===== src/rtl/status_frame_tx.sv =====
// rtl/status_frame_tx.sv - status record to byte-stream frame serialiser (optional STATUS_FRAME_CHKSUM_EN)
//
// Accepts one (code, payload) record per req handshake and emits it MSB-first as
// a frame of bytes: code, payload[PL_BYTES-1] .. payload[0], and optionally an
// XOR checksum byte when STATUS_FRAME_CHKSUM_EN is defined.

module status_frame_tx #(
    parameter int PL_BYTES = 2
) (
    input  logic                  clock,
    input  logic                  rst,
    input  logic                  req_vld,
    output logic                  req_rdy,
    input  logic [7:0]            req_code,
    input  logic [8*PL_BYTES-1:0] req_pl,
    output logic [7:0]            axis_tdata,
    output logic                  axis_tvalid,
    input  logic                  axis_tready,
    output logic                  axis_tlast,
    output logic                  busy,
    output logic [15:0]           frame_cnt
);

    // Byte index needs at least one bit even for single-byte payloads.
    localparam int IDX_W = (PL_BYTES > 1) ? $clog2(PL_BYTES) : 1;
    localparam logic [IDX_W-1:0] IDX_LAST = IDX_W'(PL_BYTES - 1);
    localparam logic [IDX_W-1:0] IDX_ZERO = '0;

    localparam logic [1:0] ST_IDLE    = 2'd0;
    localparam logic [1:0] ST_CODE    = 2'd1;
    localparam logic [1:0] ST_PAYLOAD = 2'd2;
`ifdef STATUS_FRAME_CHKSUM_EN
    localparam logic [1:0] ST_CHKSUM  = 2'd3;
`endif

    logic [1:0]            state_q, state_d;
    logic [7:0]            code_q, code_d;
    logic [8*PL_BYTES-1:0] pl_q, pl_d;
    logic [IDX_W-1:0]      idx_q, idx_d;
    logic [15:0]           cnt_q, cnt_d;
`ifdef STATUS_FRAME_CHKSUM_EN
    logic [7:0]            chk_q, chk_d;
`endif

    logic       accept;
    logic       beat;
    logic [7:0] pl_byte;

`ifdef STATUS_FRAME_CHKSUM_EN
    // Checksum over code plus every payload byte, computed once at acceptance
    // so the serialiser only has to replay a latched byte.
    function automatic logic [7:0] frame_xor(input logic [7:0] c,
                                             input logic [8*PL_BYTES-1:0] p);
        logic [7:0] acc;
        acc = c;
        for (int i = 0; i < PL_BYTES; i++) begin
            acc = acc ^ p[8*i +: 8];
        end
        return acc;
    endfunction
`endif

    // Ready is derived from state only; reset holds it low.
    assign req_rdy     = (state_q == ST_IDLE) && !rst;
    assign accept      = req_vld && req_rdy;
    assign axis_tvalid = (state_q != ST_IDLE);
    assign beat        = axis_tvalid && axis_tready;
    assign busy        = (state_q != ST_IDLE);
    assign frame_cnt   = cnt_q;

    // Select the latched payload byte addressed by the current index.
    always_comb begin
        pl_byte = 8'h00;
        for (int i = 0; i < PL_BYTES; i++) begin
            if (idx_q == IDX_W'(i)) begin
                pl_byte = pl_q[8*i +: 8];
            end
        end
    end

    // Frame sequencing: latch the record, then walk code, payload, checksum.
    always_comb begin
        state_d = state_q;
        code_d  = code_q;
        pl_d    = pl_q;
        idx_d   = idx_q;
        cnt_d   = cnt_q;
`ifdef STATUS_FRAME_CHKSUM_EN
        chk_d   = chk_q;
`endif
        case (state_q)
            ST_IDLE: begin
                if (accept) begin
                    code_d  = req_code;
                    pl_d    = req_pl;
                    idx_d   = IDX_LAST;
`ifdef STATUS_FRAME_CHKSUM_EN
                    chk_d   = frame_xor(req_code, req_pl);
`endif
                    state_d = ST_CODE;
                end
            end
            ST_CODE: begin
                if (beat) begin
                    idx_d   = IDX_LAST;
                    state_d = ST_PAYLOAD;
                end
            end
            ST_PAYLOAD: begin
                if (beat) begin
                    if (idx_q == IDX_ZERO) begin
`ifdef STATUS_FRAME_CHKSUM_EN
                        state_d = ST_CHKSUM;
`else
                        state_d = ST_IDLE;
                        cnt_d   = cnt_q + 16'd1;
`endif
                    end else begin
                        idx_d = idx_q - 1'b1;
                    end
                end
            end
`ifdef STATUS_FRAME_CHKSUM_EN
            ST_CHKSUM: begin
                if (beat) begin
                    state_d = ST_IDLE;
                    cnt_d   = cnt_q + 16'd1;
                end
            end
`endif
            default: begin
                state_d = ST_IDLE;
            end
        endcase
    end

    // Output byte and end-of-frame marker, both pure functions of held state
    // so they stay stable under backpressure.
    always_comb begin
        axis_tdata = 8'h00;
        axis_tlast = 1'b0;
        case (state_q)
            ST_CODE: begin
                axis_tdata = code_q;
            end
            ST_PAYLOAD: begin
                axis_tdata = pl_byte;
`ifndef STATUS_FRAME_CHKSUM_EN
                axis_tlast = (idx_q == IDX_ZERO);
`endif
            end
`ifdef STATUS_FRAME_CHKSUM_EN
            ST_CHKSUM: begin
                axis_tdata = chk_q;
                axis_tlast = 1'b1;
            end
`endif
            default: begin
                axis_tdata = 8'h00;
                axis_tlast = 1'b0;
            end
        endcase
    end

    // State registers; reset abandons any frame in flight and clears the count.
    always_ff @(posedge clock) begin
        if (rst) begin
            state_q <= ST_IDLE;
            code_q  <= 8'h00;
            pl_q    <= '0;
            idx_q   <= '0;
            cnt_q   <= 16'h0000;
`ifdef STATUS_FRAME_CHKSUM_EN
            chk_q   <= 8'h00;
`endif
        end else begin
            state_q <= state_d;
            code_q  <= code_d;
            pl_q    <= pl_d;
            idx_q   <= idx_d;
            cnt_q   <= cnt_d;
`ifdef STATUS_FRAME_CHKSUM_EN
            chk_q   <= chk_d;
`endif
        end
    end

endmodule

===== config.mk =====
export PLATFORM = sky130hd
export DESIGN_NAME = status_frame_tx
export DESIGN_NICKNAME = d
export VERILOG_FILES = /design/src/rtl/status_frame_tx.sv
export SDC_FILE = /design/constraint.sdc
export NUM_CORES = 1
export LEC_CHECK = 0
export ABC_AREA = 1
export CORE_ASPECT_RATIO = 1.75
export CORE_MARGIN = 1.5
export CORE_UTILIZATION = 48
export DETAILED_ROUTE_END_ITERATION = 16
export PLACE_DENSITY = 0.9
export SLEW_MARGIN = 30
export SYNTH_ARGS = -nofsm -noshare
export SYNTH_HDL_FRONTEND = slang
export SYNTH_SLANG_ARGS = --single-unit

===== constraint.sdc =====
create_clock -name clock -period 2.1 [get_ports clock]
set_clock_uncertainty 0.2 [all_clocks]
set_input_delay 0.21 -clock clock [delete_from_list [all_inputs] [get_ports clock]]
set_output_delay 0.21 -clock clock [all_outputs]
set_load 0.01 [all_outputs]

==> reports/results.tsv <==
stage	metric	value	unit
clock_tree	clock latency on the worst-skew pair	300	ps
global_routing	Overflow after GRT	0	
floorplan	Core Area	4190	um^2
outcome	run status	complete, no violations	
placement	Port Buf Inserts	55	
routing	final wirelength	5300	um
layout	commonest cells after routing, fill and taps aside	70 x nand2_1, 46 x clkdlybuf4s50_1, 42 x inv_1	
floorplan	Rows	31	
routing	drt pass-1 iters	6	
pwr	sequential power share	43.6	%
synth	Synth Area in Adders	2.94	%
layout	fin nets	403	
layout	filler instances	350	
clock_tree	hold-fix buffers at CTS	0	
synth	complex-gate fraction of the synthesized area	14.5	%
layout	most common cell after layout, fill and taps aside	nand2_1	
pwr	Switching Share	34.6	%
placement	Placer Congestion	0.797	
timing	Final min period	2040	ps
synth	Syn Area/Cell	6.90	um^2
synth	mapped cell area	2130	um^2
global_routing	first-pass GRT wire length	8430	um
layout	Layout area overhead	39.2	%
timing	fmax	490	MHz
setup_path	critical path type	flip-flop to output pin	
clock_tree	H-Tree Depth	2	
setup_path	crit start category	flip-flop	
floorplan	Die ar.	4850	um^2
setup_path	WP data arrival	1630	ps
setup_path	Critical Path Fanout Max	9	
timing	unrepaired setup endpoints after global routing	no	
timing	Final period util	97.2	%
layout	area of the multi-input gates	1150	um^2
routing	ANT nets after route	0	
synth	Ys Warns	0	
clock_tree	clock-pin slew on the worst setup and hold paths	80	ps
floorplan	Die Width	53.3	um
synth	syn nets	341	
floorplan	I/O pin count	56	
synth	Syn Inst Count	308	
layout	Ant. Diodes	0	
routing	DRC violations left	0	
timing	WHS	252	ps
routing	DR vias	2178	
placement	half-perimeter wire length after placement	3950	um
floorplan	die height	91.0	um
global_routing	initial antenna violation count	0	
routing	DRT iter0 DRCs	51	
setup_path	crit path cell chain	inv_4 > ha_4 > nand2_8 > o21ai_0 > o21ai_1 > inv_1 > dlygate4sd2_1	
timing	Worst Tran Pin Value	306	ps
synth	post-synthesis simple-gate area fraction	30.5	%
synth	mux contribution to synthesized area	0	%
clock_tree	Max Root-Sink Buffers	2	
pwr	share of total power in combinational logic	33.3	%
timing	Hold Violations, Final	0	
clock_tree	CTS root buf	clkbuf_8	
floorplan	Starting Density	50.7	%
synth	post-synthesis sequential element count	43	
job	max_cap viols	0	
pwr	maximum vdd drop	0.000578	V
synth	sequential area share after synthesis	40.5	%
pwr	clock share of power	23.1	%
setup_path	slowest stage delay, CP	380	ps
clock_tree	TritonCTS clock tree	yes	
layout	fraction of layout cells with a size suffix above 1	12.7	%
routing	via/cell ratio	5.19	
global_routing	vias in the first global route	2017	
pwr	Pleak	1.27	nW
synth	xor/xnor share of the synthesized area	0.824	%
global_routing	largest net degree at the start of global routing	28	
global_routing	GRT Util Overall	23.0	%
clock_tree	Num CTS Buffers	5	
setup_path	CP endpoint kind	output pin	
timing	Final Max Slew Viols	0	
clock_tree	clock sinks	43	
setup_path	CP Data Required Time	1690	ps
placement	instance area at placement	2770	um^2
pwr	Int Power	1.48	mW
layout	Design Area, Final	2960	um^2
timing	final setup fails	0	
hold_path	worst min-delay path class	primary input to flip-flop	
layout	Reg area	867	um^2
synth	Netlist cell types	28	
clock_tree	post-CTS setup buffer count	0	
timing	Worst slew margin	79.5	%
pwr	total net switching power	0.784	mW
setup_path	Slowest-stage cell, CP	dfxtp_4	
routing	mean routed wirelength per cell	12.6	um
pwr	Cell Pwr Density	766	nW/um^2
synth	largest family of logic cells by synthesized area	simple AND/OR/NAND/NOR gates	
## cells in the mapped netlist
cell type	n	area (um^2)
nand3_1	19	95.1
nand4_1	7	43.8
clkbuf_2	1	5.00
xnor2_1	1	8.76
o221ai_1	5	43.8
inv_2	3	11.3
dfxtp_1	43	861
nor2_8	1	20.0
o21ai_0	26	130
inv_1	44	165
buf_2	4	20.0
a21oi_1	23	115
nor2_2	1	6.26
nand2_4	1	11.3
ha_1	5	62.6
clkinv_1	1	3.75
nand3_2	1	10.0
nor2_1	34	128
nor2_4	3	33.8
buf_4	1	7.51
o21ai_1	2	10.0
nand2_2	2	12.5
xor2_1	1	8.76
o2111ai_1	1	8.76
clkbuf_1	4	15.0
nor3b_2	1	12.5
nor3_1	2	10.0
nand2_1	71	267
## state kept, by name, summed over array words and instances, names as in the netlist
register	flops
frame_cnt	16
pl_q	16
code_q	8
state_q	2
idx_q	1
## kinds of logic (layout without fill, tap and decap cells)
family	Yosys count	in the layout
buffers and inverters	58	121
flip-flops	43	43
AND/OR/NAND/NOR	143	143
adder cells (fa/ha/maj)	5	5
XOR/XNOR	2	2
AO/OA/AOI/OAI	57	57
## worst paths after layout
kind | start | to | slack (ps) | depth (start not counted)
setup / recovery | state_q[0]$_SDFFE_PP0P_ | axis_tdata[7] | 60 | 7
hold / removal | req_code[0] | code_q[0]$_SDFFE_PP0P_ | 250 | 3
setup reg to reg | state_q[0]$_SDFFE_PP0P_ | frame_cnt[15]$_SDFFE_PP0P_ | 290 | 11
hold reg to reg | pl_q[12]$_SDFFE_PP0P_ | pl_q[12]$_SDFFE_PP0P_ | 260 | 2
## critical path, delay by kind of cell, from the launching register on
kind | cells | cell delay [ps]
AOI/OAI and AO/OA | 2 | 260
buffers and inverters | 3 | 380
and+or+nand+nor | 1 | 100
adders and majority gates | 1 | 210
DFF | 1 | 380
## final cells by class
| cell class | instances | area share [%] |
|---|---|---|
| repair buffers | 65 | 20.7 |
| clock buffers | 6 | 2.45 |
| multi-input cells | 207 | 38.9 |
| clock inverters | 2 | 0.423 |
| flip-flops and latches | 43 | 29.3 |
| well taps | 49 | 2.07 |
| inverters | 48 | 6.17 |
## power by group through the flow
stage	registers, mW	logic [mW]	clock network, mW
2_1_floorplan	0.977	0.391	0
3_3_place_gp	0.981	0.622	0
3_5_place_dp	0.986	0.644	0
4_1_cts	0.977	0.709	0.526
5_1_grt	0.999	0.820	0.569
6_report	0.990	0.754	0.523
## repair_timing
item / 4_1_cts / 5_1_grt
pin swaps: 0 / 0
endpoints found under the setup margin: 12 / 9
gates resized for setup: 25 / 18
## metrics by stage
step | instances | util, % | power [mW] | setup TNS (ps) | setup WS, ps
6_report | 420 | 70.6 | 2.27 | 0 | 59.4
5_1_grt | 420 | 70.6 | 2.39 | 0 | 9.26
4_1_cts | 420 | 69.4 | 2.21 | -161 | -161
3_5_place_dp | 412 | 66.0 | 1.63 | -632 | -101
3_3_place_gp | 412 | 66.0 | 1.60 | -258 | -41.2
2_1_floorplan | 308 | - | 1.37 | 0 | 434
## routing by layer
layer	GRT usage, %	wire (um)	vias up
met5	0	0	-
met4	12.0	193	0
met2	42.6	3020	75
met1	21.9	1890	983
met3	5.10	203	16
li1	-	-	1104
No activity file was read; power rests on OpenSTA's default activity.
